**src/rtl/seq_divider_4bit_pkg.sv**
```systemverilog
// rtl/seq_divider_4bit_pkg.sv - shared state encoding and widths for the restoring divider
package seq_divider_4bit_pkg;

   localparam int DIV_WIDTH = 4;
   localparam int CNT_W     = $clog2(DIV_WIDTH);

   typedef enum logic [1:0] {
      S_IDLE = 2'd0,
      S_CALC = 2'd1,
      S_DONE = 2'd2
   } state_t;

endpackage

```
**src/rtl/seq_divider_4bit_if.sv**
```systemverilog
// rtl/seq_divider_4bit_if.sv - start/done request and result bundle of the divider
interface seq_divider_4bit_if
   import seq_divider_4bit_pkg::*;
#(
   parameter int WIDTH = DIV_WIDTH
);

   logic             start;
   logic [WIDTH-1:0] dividend;
   logic [WIDTH-1:0] divisor;
   logic             busy;
   logic             done;
   logic [WIDTH-1:0] quotient;
   logic [WIDTH-1:0] remainder;
   logic             div_by_zero;

   modport master (
      output start, dividend, divisor,
      input  busy, done, quotient, remainder, div_by_zero
   );

   modport slave (
      input  start, dividend, divisor,
      output busy, done, quotient, remainder, div_by_zero
   );

endinterface

```
**src/rtl/seq_divider_4bit_div_step.sv**
```systemverilog
// rtl/seq_divider_4bit_div_step.sv - one restoring-division step built from nand full adders
module seq_divider_4bit_nand_fa (
   input  logic a,
   input  logic b,
   input  logic cin,
   output logic sum,
   output logic cout
);

   logic n1, n2, n3, x1, n4, n5, n6;

   // Classic nine-nand full adder: first half-adder forms a^b, second folds in cin.
   assign n1   = ~(a & b);
   assign n2   = ~(a & n1);
   assign n3   = ~(b & n1);
   assign x1   = ~(n2 & n3);
   assign n4   = ~(x1 & cin);
   assign n5   = ~(x1 & n4);
   assign n6   = ~(cin & n4);
   assign sum  = ~(n5 & n6);
   assign cout = ~(n1 & n4);

endmodule

module seq_divider_4bit_div_step #(
   parameter int WIDTH = 4
) (
   input  logic [WIDTH-1:0] rem_in,
   input  logic             bit_in,
   input  logic [WIDTH-1:0] divisor,
   output logic [WIDTH-1:0] rem_out,
   output logic             q_bit
);

   logic [WIDTH:0]   shifted;
   logic [WIDTH:0]   dext;
   logic [WIDTH:0]   dinv;
   logic [WIDTH:0]   diff;
   logic [WIDTH+1:0] carry;

   // Partial remainder shifted left with the next dividend bit; needs WIDTH+1 bits.
   assign shifted  = {rem_in, bit_in};
   assign dext     = {1'b0, divisor};
   assign carry[0] = 1'b1;

   // Ripple subtract shifted - divisor as shifted + ~divisor + 1; carry out high means no borrow.
   for (genvar i = 0; i <= WIDTH; i++) begin : g_bit
      assign dinv[i] = ~(dext[i] & dext[i]);
      seq_divider_4bit_nand_fa u_fa (
         .a    (shifted[i]),
         .b    (dinv[i]),
         .cin  (carry[i]),
         .sum  (diff[i]),
         .cout (carry[i+1])
      );
   end

   // Without a borrow the difference is below the divisor, so its top bit is always clear.
   assign q_bit   = carry[WIDTH+1] & ~diff[WIDTH];
   assign rem_out = q_bit ? diff[WIDTH-1:0] : shifted[WIDTH-1:0];

endmodule

```
**src/rtl/seq_divider_4bit.sv**
```systemverilog
// rtl/seq_divider_4bit.sv - sequential restoring divider, one quotient bit per clock
module seq_divider_4bit
   import seq_divider_4bit_pkg::*;
#(
   parameter int WIDTH = DIV_WIDTH
) (
   input  logic              clk,
   input  logic              rst,
   seq_divider_4bit_if.slave bus
);

   state_t           state_q, state_d;
   logic [CNT_W-1:0] cnt_q;
   logic [WIDTH-1:0] r_q;
   logic [WIDTH-1:0] q_q;
   logic [WIDTH-1:0] d_q;
   logic             dz_q;
   logic [WIDTH-1:0] quotient_q;
   logic [WIDTH-1:0] remainder_q;
   logic             div_by_zero_q;
   logic             done_q;
   logic [WIDTH-1:0] step_rem;
   logic             step_q;

   seq_divider_4bit_div_step #(.WIDTH(WIDTH)) u_step (
      .rem_in  (r_q),
      .bit_in  (q_q[WIDTH-1]),
      .divisor (d_q),
      .rem_out (step_rem),
      .q_bit   (step_q)
   );

   // State register.
   always_ff @(posedge clk) begin
      if (rst) state_q <= S_IDLE;
      else     state_q <= state_d;
   end

   // Next state: a zero divisor skips the iteration entirely.
   always_comb begin
      state_d = state_q;
      case (state_q)
         S_IDLE: if (bus.start) state_d = (bus.divisor != '0) ? S_CALC : S_DONE;
         S_CALC: if (cnt_q == '0) state_d = S_DONE;
         S_DONE: state_d = S_IDLE;
         default: state_d = S_IDLE;
      endcase
   end

   // Datapath: capture operands on accept, iterate in CALC, publish results out of DONE.
   always_ff @(posedge clk) begin
      if (rst) begin
         cnt_q         <= '0;
         r_q           <= '0;
         q_q           <= '0;
         d_q           <= '0;
         dz_q          <= 1'b0;
         quotient_q    <= '0;
         remainder_q   <= '0;
         div_by_zero_q <= 1'b0;
         done_q        <= 1'b0;
      end else begin
         done_q <= 1'b0;
         case (state_q)
            S_IDLE: begin
               if (bus.start) begin
                  if (bus.divisor != '0) begin
                     r_q  <= '0;
                     q_q  <= bus.dividend;
                     d_q  <= bus.divisor;
                     cnt_q <= CNT_W'(WIDTH - 1);
                     dz_q <= 1'b0;
                  end else begin
                     r_q  <= bus.dividend;
                     q_q  <= '1;
                     d_q  <= '0;
                     dz_q <= 1'b1;
                  end
               end
            end
            S_CALC: begin
               r_q <= step_rem;
               q_q <= {q_q[WIDTH-2:0], step_q};
               if (cnt_q != '0) cnt_q <= cnt_q - 1'b1;
            end
            S_DONE: begin
               quotient_q    <= q_q;
               remainder_q   <= r_q;
               div_by_zero_q <= dz_q;
               done_q        <= 1'b1;
            end
            default: ;
         endcase
      end
   end

   assign bus.busy        = (state_q != S_IDLE);
   assign bus.done        = done_q;
   assign bus.quotient    = quotient_q;
   assign bus.remainder   = remainder_q;
   assign bus.div_by_zero = div_by_zero_q;

endmodule

```
**src/flat_wrapper.sv**
```systemverilog
// flat-port wrapper written by rule: the top's interface ports become plain ports
module seq_divider_4bit_flat import seq_divider_4bit_pkg::*;
#(
   parameter int WIDTH = DIV_WIDTH
)
  (clk, rst, bus_start, bus_dividend, bus_divisor, bus_busy, bus_done, bus_quotient, bus_remainder, bus_div_by_zero);
  seq_divider_4bit_if #(.WIDTH(WIDTH)) bus_i ();
  input  logic clk;
  input  logic rst;
  input wire logic [$bits(bus_i.start)-1:0] bus_start;
  input wire logic [$bits(bus_i.dividend)-1:0] bus_dividend;
  input wire logic [$bits(bus_i.divisor)-1:0] bus_divisor;
  output wire logic [$bits(bus_i.busy)-1:0] bus_busy;
  output wire logic [$bits(bus_i.done)-1:0] bus_done;
  output wire logic [$bits(bus_i.quotient)-1:0] bus_quotient;
  output wire logic [$bits(bus_i.remainder)-1:0] bus_remainder;
  output wire logic [$bits(bus_i.div_by_zero)-1:0] bus_div_by_zero;
  assign bus_i.start = bus_start;
  assign bus_i.dividend = bus_dividend;
  assign bus_i.divisor = bus_divisor;
  assign bus_busy = bus_i.busy;
  assign bus_done = bus_i.done;
  assign bus_quotient = bus_i.quotient;
  assign bus_remainder = bus_i.remainder;
  assign bus_div_by_zero = bus_i.div_by_zero;
  seq_divider_4bit #(.WIDTH(WIDTH)) u_core (.clk(clk), .rst(rst), .bus(bus_i));
endmodule
```
**config.mk**
```make
export PLATFORM = sky130hd
export DESIGN_NAME = seq_divider_4bit_flat
export DESIGN_NICKNAME = d
export VERILOG_FILES = /design/src/rtl/seq_divider_4bit_pkg.sv /design/src/rtl/seq_divider_4bit_if.sv /design/src/rtl/seq_divider_4bit_div_step.sv /design/src/rtl/seq_divider_4bit.sv /design/src/flat_wrapper.sv
export SDC_FILE = /design/constraint.sdc
export NUM_CORES = 1
export LEC_CHECK = 0
export BUFFER_PORTS_ARGS = -buffer_cell sky130_fd_sc_hd__buf_2
export CAP_MARGIN = 10
export CELL_PAD_IN_SITES_DETAIL_PLACEMENT = 1
export CELL_PAD_IN_SITES_GLOBAL_PLACEMENT = 2
export CORE_MARGIN = 2
export CORE_UTILIZATION = 36
export CTS_BUF_LIST = sky130_fd_sc_hd__clkbuf_8 sky130_fd_sc_hd__clkbuf_16
export DETAILED_ROUTE_END_ITERATION = 7
export PLACE_DENSITY = 0.9
export SETUP_SLACK_MARGIN = 0.5
export SLEW_MARGIN = 20
export SYNTH_ARGS = -nofsm -noshare
export SYNTH_HDL_FRONTEND = slang
export SYNTH_SLANG_ARGS = --single-unit
```
**constraint.sdc**
```tcl
create_clock -name clk -period 6.01 [get_ports clk]
set_input_delay 1.202 -clock clk [delete_from_list [all_inputs] [get_ports clk]]
set_output_delay 1.202 -clock clk [all_outputs]
set_load 0.05 [all_outputs]
```
==> summary.md, run 1 <==
| Metric | Value |
|---|---|
| Status | `finished, final reports clean` |
| Post-route setup slack | `3.26 ns` |
| Launching point of the worst reg2reg path | `u_core.q_q[3]` |
| R2r worst-path depth | `8` |
| Pre-antenna DRT Iters | `4` |
| Pwr/cell area | `around 260 mW/mm2` |
| CP max FO | `23` |
| Core Area | `about 0.0036 mm2` |
| Largest net degree at the start of global routing | `27` |
| Fill count | `roughly 440` |
| DRC Markers | `0` |
| CTS Hold Buffers Added | `0` |
| Leak | `0.611 nW` |
| CP Data Required Time | `4.81 ns` |
| Final net count | `180` |
| Clock skew | `approximately 0.0038 ns` |
| Synth Warn # | `0` |
| Hold_sp | `u_core.bus.remainder[3]` |
| Hold Worst Slack | `0.457 ns` |
| Post-Syn Nets | `163` |
| Per-cell routed wire length | `14.9 um` |
| WL final | `3140 um` |
| Startpoint types | `flop` |
| Vias per Instance | `5.17` |
| Worst Path Class, Setup | `flop to output pin` |
| TNS Setup | `0 ns` |
| Root buf cell | `clkbuf_8` |
| Top_reg_cell synth | `dfxtp_1` |
| Initial antenna violation count | `0` |
| Async SR Flop Fraction | `0%` |
| Met3 wire len | `101 um` |
| CTS tree | `done` |
| Port Buffers | `21` |
| Flops & latches, synth | `27` |
| Yosys top cell area share | `between 40 and 50%` |
| TritonCTS Buffers | `3` |
| Detailed placer's ending HPWL | `around 2400 um` |
| Max-Cap Viols | `0` |
| Total GRT Usage | `16.4%` |
| Arr. time, crit path | `1.54 ns` |
| # clock sinks | `27` |
| Cell Area, Synth | `0.00134 mm2` |
| Die area | `0.00421 mm2` |
| Hold endpoint | `u_core.bus.remainder[3]` |
| EDFF count, synth | `0` |
| Post-synth cell types | `35` |
| Hold path cells | `2` |
| Slew margin rel. | `54.2%` |
| FF-to-FF setup slack | `about 3.3 ns` |
| Layout cells sized above 1 | `18.4%` |
| Most frequent cell after synthesis | `dfxtp_1` |
| Worst hold path class | `flop to flop` |
| CTS clk-pin slew, worst paths | `0.09 ns` |
| Min Tclk post-route | `around 2.7 ns` |
| Die width | `64.9 um` |
| Metal1 wirelength | `1450 um` |
| Worst-Margin Slew | `slightly below 0.7 ns` |
| Detailed route wirelength on metal2 | `1560 um` |
| Vias | `around 1.1k` |
| Total power | `392 uW` |
| Area contributors post-synth | `dfxtp_1, mux2i_1, nand2_1` |
| N_diodes | `0` |
| Gr ovfl total | `0` |
| Row count | `22` |
| Top cells by count, synth | `dfxtp_1, nand2_1, a21oi_1, nor2_1, mux2i_1` |
| Cells after Synth | `~150` |
| Clk buf depth | `2` |
| Multi-input gate area | `724 um2` |
| Die Y | `64.9 um` |
| Post-cts sizing count | `0` |
| Ports | `22` |
| Vias in the first global route | `1,159` |
| Initial Util | `between 30% and 40%` |
| Final max-slew violation count | `0` |
| Seq/Total Area, Yosys | `just over 40%` |
| Dominant cell type by area after synthesis | `dfxtp_1` |
| Sequential standard cell area | `541 um2` |
| Gp weighted congestion | `0.868` |
| RR Endpoint | `u_core.r_q[3]` |
| Area grow syn2layout | `12.7%` |
| First-pass GRT wire length | `5290 um` |
| H-Tree Depth | `1` |
| Placed instance count | `roughly 210` |
| Setup violators final | `0` |
| Place WS | `3.34 ns` |
| Syn avg cell area | `around 9.1 um2` |
| Starting DRC count in detailed routing | `between 50 and 60` |
| Setup repair after global routing missed its margin | `false` |
| Crit path capture type | `output pin` |
| Worst-Skew Late Latency | `between 0.2 and 0.3 ns` |
| Fin. Hold Viols | `0` |
| Antenna Nets Post-Route | `0` |
| Final std cells w/o fill | `211` |
| Max Freq | `0.364 GHz` |
| Worst vdd ir | `0.000133 V` |
| Post-CTS Setup Inserts | `0` |
| Top Layer Used | `met4` |
| Tcrit/Tclk final | `45.7%` |
-- area by class of cell --
type | count | area share, %
inverters | 8 | 2.00
repair buffers | 21 | 6.98
well taps | 48 | 3.99
clock inverters | 1 | 0.249
flip-flops and latches | 27 | 35.9
clock buffers | 3 | 2.74
multi-input cells | 103 | 48.1
-- worst max-delay path by stage --
stage / startpoint / slack [ns] / depth (start not counted) / endpoint
floorplan: u_core.q_q[3] / 3.56 / 8 / u_core.r_q[3]
global placement: u_core.q_q[3] / 3.46 / 8 / u_core.r_q[3]
detailed placement: u_core.q_q[3] / 3.34 / 8 / u_core.r_q[3]
CTS: u_core.state_q[0] / 3.25 / 3 / bus_busy
global route: u_core.state_q[0] / 3.10 / 3 / bus_busy
finish: u_core.state_q[0] / 3.26 / 3 / bus_busy
-- logic make-up after synthesis --
| group | after synthesis | synth area share (%) |
|---|---|---|
| adders and majority gates | 5 | 6.37 |
| muxes | 9 | 6.75 |
| xor gates and xnor gates | 1 | 1.22 |
| AOI/OAI and AO/OA | 32 | 15.8 |
| buffers and inverters | 17 | 5.25 |
| DFF | 27 | 40.5 |
| and+or+nand+nor | 56 | 24.1 |
-- flip-flops by register name, summed over array words and instances (netlist names) --
register                cells
u_core.bus.div_by_zero      1
u_core.bus.done             1
u_core.bus.quotient         4
u_core.bus.remainder        4
u_core.cnt_q                2
u_core.d_q                  4
u_core.dz_q                 1
u_core.q_q                  4
u_core.r_q                  4
u_core.state_q              2
-- routing by layer --
layer / track usage, % / vias up
met4: 3.99 / 0
met3: 3.65 / 2
met5: 0 / -
li1: - / 546
met2: 30.2 / 15
met1: 19.2 / 528
-- report_power, final --
| part | switching (mW) | internal, mW | leakage (nW) | total [mW] |
|---|---|---|---|---|
| clock network | 0.0542 | 0.0458 | 0.0269 | 0.100 |
| registers | 0.0149 | 0.191 | 0.221 | 0.206 |
| logic | 0.0494 | 0.0363 | 0.363 | 0.0858 |
| total | 0.119 | 0.273 | 0.611 | 0.392 |
-- through the flow --
step / utilization [%] / instance area (um2)
after detailed placement: 40.5 / 1460
after CTS: 41.7 / 1510
after global placement: 40.5 / 1460
final: 41.7 / 1510
after floorplan: - / 1340
after global routing: 41.7 / 1510
-- worst max-delay path, cell delays in order, from the launching register on --
cell and delay [ns]:
dfxtp_1 0.77, inv_1 0.15, nand2_1 0.10, buf_2 0.25
-- cells in the final DEF (no fill, tap or decap), types with 4 or more instances in the layout --
master	instances
nor3b_1	4
nor2_1	11
a21oi_1	11
inv_1	9
nand2_1	19
and3b_1	4
dfxtp_1	27
mux2i_1	9
nor3_1	4
buf_2	21
Power figures use the tool's default switching activity.
==> run 2: changes to the inputs <==
Settings changed: CORE_UTILIZATION 36 to 30, PLACE_DENSITY 0.9 to 0.81.
Clock period 6.01 ns to 2.4 ns, I/O delays scaled along.
==> run 2 against run 1 <==
  * Total power grew to 2.6 times the previous value
  * First-iteration DRC count shrank 22%
  * Cell count grew 3.8%
  * Design area grew 4.8%
  * Sequential share of layout area shrank 1.5 points
  * Combinational power grew to 2.9 times the previous value
==> summary.md, run 2 (synthesized netlist as in run 1, its figures left out) <==
| Metric | Value |
|---|---|
| Largest net degree at the start of global routing | `27` |
| Fin. Hold Viols | `0` |
| Crit. path cell count | `8` |
| Final max-slew violation count | `0` |
| Startpoint types | `flop` |
| Gr ovfl total | `0` |
| Initial antenna violation count | `0` |
| Worst Path Buf+Inv | `1` |
| Initial Util | `30.9%` |
| First-pass GRT wire length | `5600 um` |
| # clock sinks | `27` |
| CP peak stage delay | `0.39 ns` |
| Worst hold path class | `flop to flop` |
| Total power | `1.03 mW` |
| RR Endpoint | `u_core.r_q[2]` |
| Max Freq | `0.426 GHz` |
| Place WS | `-0.0953 ns` |
| Crit-path cells | `inv_2 -> ha_4 -> fa_2 -> fa_2 -> fa_2 -> xnor2_4 -> mux2i_1 -> a221oi_1` |
| CTS clk-pin slew, worst paths | `0.10 ns` |
| Area grow syn2layout | `18.2%` |
| Slew margin rel. | `between 50 and 60%` |
| Gp weighted congestion | `0.826` |
| Clock skew | `0.00267 ns` |
| CP max FO | `5` |
| Hold Worst Slack | `0.463 ns` |
| Crit path from | `u_core.q_q[3]` |
| Die area | `0.00500 mm2` |
| Launching point of the worst reg2reg path | `u_core.q_q[3]` |
| Commonest cells after routing, fill and taps aside | `dfxtp_1, buf_2, nand2_1, a21oi_1, nor2_1` |
| Min Tclk post-route | `2.35 ns` |
| Sequential standard cell area | `roughly 540 um2` |
| Hold_sp | `u_core.bus.remainder[1]` |
| Slowest cell on crit path | `fa_2` |
| Post-route setup slack | `between 0.05 and 0.06 ns` |
| FF-to-FF setup slack | `0.05 ns` |
| Worst Setup EP | `u_core.r_q[2]` |
| Per-cell routed wire length | `roughly 15 um` |
| Starting DRC count in detailed routing | `40` |
| Commonest non-fill, non-tap cell in the layout | `dfxtp_1` |
| Layout cells sized above 1 | `between 20 and 30%` |
| Worst-Margin Slew | `between 0.6 and 0.7 ns` |
| R2r worst-path depth | `8` |
| CTS tree | `done` |
| Antenna Nets Post-Route | `0` |
| Vias in the first global route | `1,179` |
| Pwr/cell area | `655 mW/mm2` |
| TNS Setup | `0 ns` |
| Fill count | `520` |
| Cell family with most CP delay | `adder cells` |
| Die Y | `approximately 71 um` |
| Vias | `1,135` |
| Core Area | `between 0.004 and 0.005 mm2` |
| Total GRT Usage | `14.1%` |
| Crit path capture type | `flop` |
| TritonCTS Buffers | `3` |
| DRC Markers | `0` |
| Setup violators final | `0` |
| Max-Cap Viols | `0` |
| Cell mode on critical path | `fa_2` |
| Root buf cell | `clkbuf_8` |
| Worst vdd ir | `0.000238 V` |
| Final net count | `184` |
| Worst-Skew Late Latency | `0.28 ns` |
| Vias per Instance | `5.18` |
| Worst Path Class, Setup | `flop to flop` |
| Status | `finished, final reports clean` |
| Detailed placer's ending HPWL | `roughly 2500 um` |
| Clk buf depth | `2` |
| Pre-antenna DRT Iters | `4` |
| Row count | `24` |
| Ports | `22` |
| CP Data Required Time | `2.54 ns` |
| Leak | `0.627 nW` |
| Setup repair after global routing missed its margin | `true` |
| Arr. time, crit path | `2.49 ns` |
| Port Buffers | `21` |
| Die width | `70.7 um` |
| Tcrit/Tclk final | `approximately 100%` |
| N_diodes | `0` |
| H-Tree Depth | `1` |
| Multi-input gate area | `between 700 and 800 um2` |
| WL final | `3310 um` |
-- run 2: where the power goes --
group / leakage [nW] / internal (mW) / switching (mW)
clock: 0.0217 / 0.118 / 0.155
sequential: 0.222 / 0.479 / 0.0336
combinational: 0.383 / 0.110 / 0.138
total: 0.627 / 0.707 / 0.326
-- run 2: final cells by class --
| type | count | share of cell area, % |
|---|---|---|
| multi-input cells | 103 | 47.9 |
| flip-flops and latches | 27 | 34.4 |
| repair buffers | 25 | 8.56 |
| well taps | 52 | 4.12 |
| clock buffers | 3 | 2.62 |
| inverters | 8 | 1.90 |
| clock inverters | 1 | 0.476 |
-- run 2: stage by stage --
| stage | utilization [%] | instances | instance area [um2] |
|---|---|---|---|
| final | 36.5 | 219 | 1580 |
| after floorplan | - | 147 | 1370 |
| after detailed placement | 35.2 | 214 | 1520 |
| after global routing | 36.5 | 219 | 1580 |
| after CTS | 36.5 | 219 | 1580 |
| after global placement | 35.2 | 214 | 1520 |
-- run 2: worst min-delay path by stage --
stage | to | slack [ns] | depth (start not counted)
2_1_floorplan | u_core.bus.div_by_zero | 0.43 | 2
3_3_place_gp | u_core.bus.quotient[0] | 0.44 | 2
3_5_place_dp | u_core.bus.remainder[0] | 0.45 | 2
4_1_cts | u_core.bus.remainder[1] | 0.47 | 2
5_1_grt | u_core.bus.remainder[0] | 0.49 | 2
6_report | u_core.bus.remainder[1] | 0.46 | 2
-- run 2: per-layer routing --
layer  vias up  wire length [um]  track usage, %
met4         0                49            5.03
met1       551              1600            18.5
met2        28              1520            23.6
li1        551                 -               -
met3         5               142            2.14
met5         -                 0               0
-- run 2: timing repair --
item                                    4_1_cts  5_1_grt
gates resized for setup                       1        0
buffers inserted                              1        0
hold buffers                                  0        0
endpoints found under the setup margin        6        5
pin swaps                                     6        1
endpoints found under the hold margin         0        0
-- run 2: worst register-to-register path, cell delays in order, from the launching register on --
cell and delay [ns]:
dfxtp_2 0.34, inv_2 0.04, ha_4 0.14, fa_2 0.33
fa_2 0.35, fa_2 0.39, xnor2_4 0.26, mux2i_1 0.26
a221oi_1 0.10
==> run 3: changes to the inputs <==
Settings changed: BUFFER_PORTS_ARGS -buffer_cell sky130_fd_sc_hd__buf_2 to not set, CORE_UTILIZATION 30 to 33, DONT_BUFFER_PORTS set to 1, PLACE_DENSITY 0.81 to not set, PLACE_DENSITY_LB_ADDON set to 0.1.
==> run 3 against run 2 <==
  * The flow now finishes with violations (setup timing)
  * Non-clock buffer count is 20 lower
  * Critical path depth stayed put
  * Core utilization is 1.0 points higher
  * Clock-buffer cell count stayed put
  * Sequential share of layout area is 2.2 points higher
  * Register-to-register slack worse by 0.05 ns
  * Clock power hardly changed
  * Wire length is 0.15% lower
  * Worst setup slack worse by 0.051 ns
  * Largest cell class unchanged
  * Largest power group unchanged
==> summary.md, run 3 (synthesized netlist as in run 1, its figures left out) <==
| Metric | Value |
|---|---|
| Status | `finished, violations left` |
| Failing checks | `setup timing` |
| Pwr/cell area | `678 mW/mm2` |
| Die Y | `67.6 um` |
| Min Tclk post-route | `around 2.4 ns` |
| Leak | `0.537 nW` |
| Crit-path cells | `inv_2 -> ha_4 -> fa_2 -> fa_2 -> fa_2 -> xnor2_4 -> mux2i_1 -> a221oi_2` |
| Per-cell routed wire length | `about 17 um` |
| Gp weighted congestion | `slightly above 0.8` |
| Largest net degree at the start of global routing | `27` |
| Commonest non-fill, non-tap cell in the layout | `dfxtp_1` |
| Die area | `0.00457 mm2` |
| Worst-Skew Late Latency | `between 0.2 and 0.3 ns` |
| Area grow syn2layout | `10.8%` |
| Detailed placer's ending HPWL | `2470 um` |
| Slowest cell on crit path | `fa_2` |
| Vias | `between 1k and 1.5k` |
| Clk buf depth | `2` |
| Clock skew | `0.0119 ns` |
| Final net count | `164` |
| Fin. Hold Viols | `0` |
| Root buf cell | `clkbuf_8` |
| First-pass GRT wire length | `between 5000 and 6000 um` |
| Commonest cells after routing, fill and taps aside | `dfxtp_1, nand2_1, a21oi_1, nor2_1, mux2i_1` |
| N_diodes | `0` |
| Cell mode on critical path | `fa_2` |
| Total GRT Usage | `16.3%` |
| Initial antenna violation count | `0` |
| Post-route setup slack | `-0.000220 ns` |
| Initial Util | `33.9%` |
| Starting DRC count in detailed routing | `46` |
| Crit path capture type | `flop` |
| Vias per Instance | `5.18` |
| Antenna Nets Post-Route | `0` |
| Launching point of the worst reg2reg path | `u_core.q_q[3]` |
| Startpoint types | `flop` |
| CTS tree | `done` |
| Crit path from | `u_core.q_q[3]` |
| Worst hold path class | `input pin to flop` |
| Port Buffers | `0` |
| Worst Path Buf+Inv | `1` |
| Core Area | `a little under 0.004 mm2` |
| DRC Markers | `0` |
| Final max-slew violation count | `0` |
| Arr. time, crit path | `2.55 ns` |
| Max-Cap Viols | `0` |
| Tcrit/Tclk final | `100%` |
| Finished Core Util | `37.5%` |
| Worst vdd ir | `0.000221 V` |
| CP Data Required Time | `approximately 2.6 ns` |
| WL final | `3310 um` |
| Cell family with most CP delay | `adder cells` |
| Slew margin rel. | `between 50% and 60%` |
| Pre-antenna DRT Iters | `4` |
| Worst-Margin Slew | `0.635 ns` |
| Hold_sp | `rst` |
| CTS clk-pin slew, worst paths | `0.11 ns` |
| Setup repair after global routing missed its margin | `true` |
| # clock sinks | `27` |
| Row count | `23` |
| Layout cells sized above 1 | `14.3%` |
| Ports | `22` |
| Vias in the first global route | `1,085` |
| Gr ovfl total | `0` |
| TritonCTS Buffers | `3` |
| Die width | `67.6 um` |
| Setup violators final | `1` |
| H-Tree Depth | `1` |
| CP peak stage delay | `0.39 ns` |
| Max Freq | `0.417 GHz` |
| Worst Path Class, Setup | `flop to flop` |
| CP max FO | `5` |
| Total power | `1.00 mW` |
| CTS Hold Buffers Added | `0` |
run 3: cell types whose count changed in the layout (fill, tap and decap cells not counted):
cell,delta
inv_1,+1
buf_2,-21
clkinvlp_4,-1
dfxtp_2,-1
a221oi_2,+1
a221oi_1,-1
buf_4,+1
dfxtp_1,+1
run 3: worst reg2reg max path, delay by kind of cell (launching register included):
family	cells	cell delay [ns]
AO/OA/AOI/OAI	1	0.08
XOR/XNOR	1	0.28
adder cells (fa/ha/maj)	4	1.24
buffers and inverters	1	0.04
flip-flops	1	0.35
multiplexers	1	0.28
run 3: timing repair:
action	in CTS	in global routing
setup endpoints to repair	5	5
hold endpoints to repair	0	0
buffers inserted	1	0
pin swaps	6	4
resized for setup	0	1
run 3: final timing paths:
kind | end | slack, ns | cells past startpoint
setup reg to reg | u_core.r_q[0] | -0.0002 | 8
hold / removal | u_core.bus.quotient[2] | 0.26 | 1
setup / recovery | u_core.r_q[0] | -0.0002 | 8
hold reg to reg | u_core.bus.div_by_zero | 0.46 | 2
run 3: per-stage QoR:
step	area, um2	setup WS [ns]	hold slack, ns	setup TNS [ns]	cells
3_3_place_gp	1420	-0.0289	0.438	-0.0684	192
4_1_cts	1470	0.0273	0.249	0	197
5_1_grt	1480	-0.0563	0.236	-0.199	197
6_report	1480	-0.000220	0.263	-0.000220	197
3_5_place_dp	1420	-0.0529	0.443	-0.176	192
2_1_floorplan	1370	0.0598	0.431	0	147
run 3: cell type report:
| class | instances | area (um2) |
|---|---|---|
| Sequential cell | 27 | 542 |
| Timing Repair Buffer | 5 | 37.5 |
| Tap cell | 50 | 62.6 |
| Fill cell | 455 | 2460 |
| Inverter | 8 | 30.0 |
| Clock inverter | 1 | 3.75 |
| Clock buffer | 3 | 41.3 |
| Multi-Input combinational cell | 103 | 762 |
run 3: power breakdown:
group,total (mW),internal [mW],switching [mW]
Combinational,0.215,0.102,0.114
Clock,0.270,0.115,0.155
Sequential,0.518,0.479,0.0392
Total,1.00,0.695,0.307
run 3: routing by layer:
metal | track usage [%] | vias up | wire, um
met1 | 21.0 | 490 | 1550
met4 | 6.12 | 0 | 25
li1 | - | 507 | -
met2 | 26.3 | 21 | 1580
met5 | 0 | - | 0
met3 | 4.00 | 2 | 152
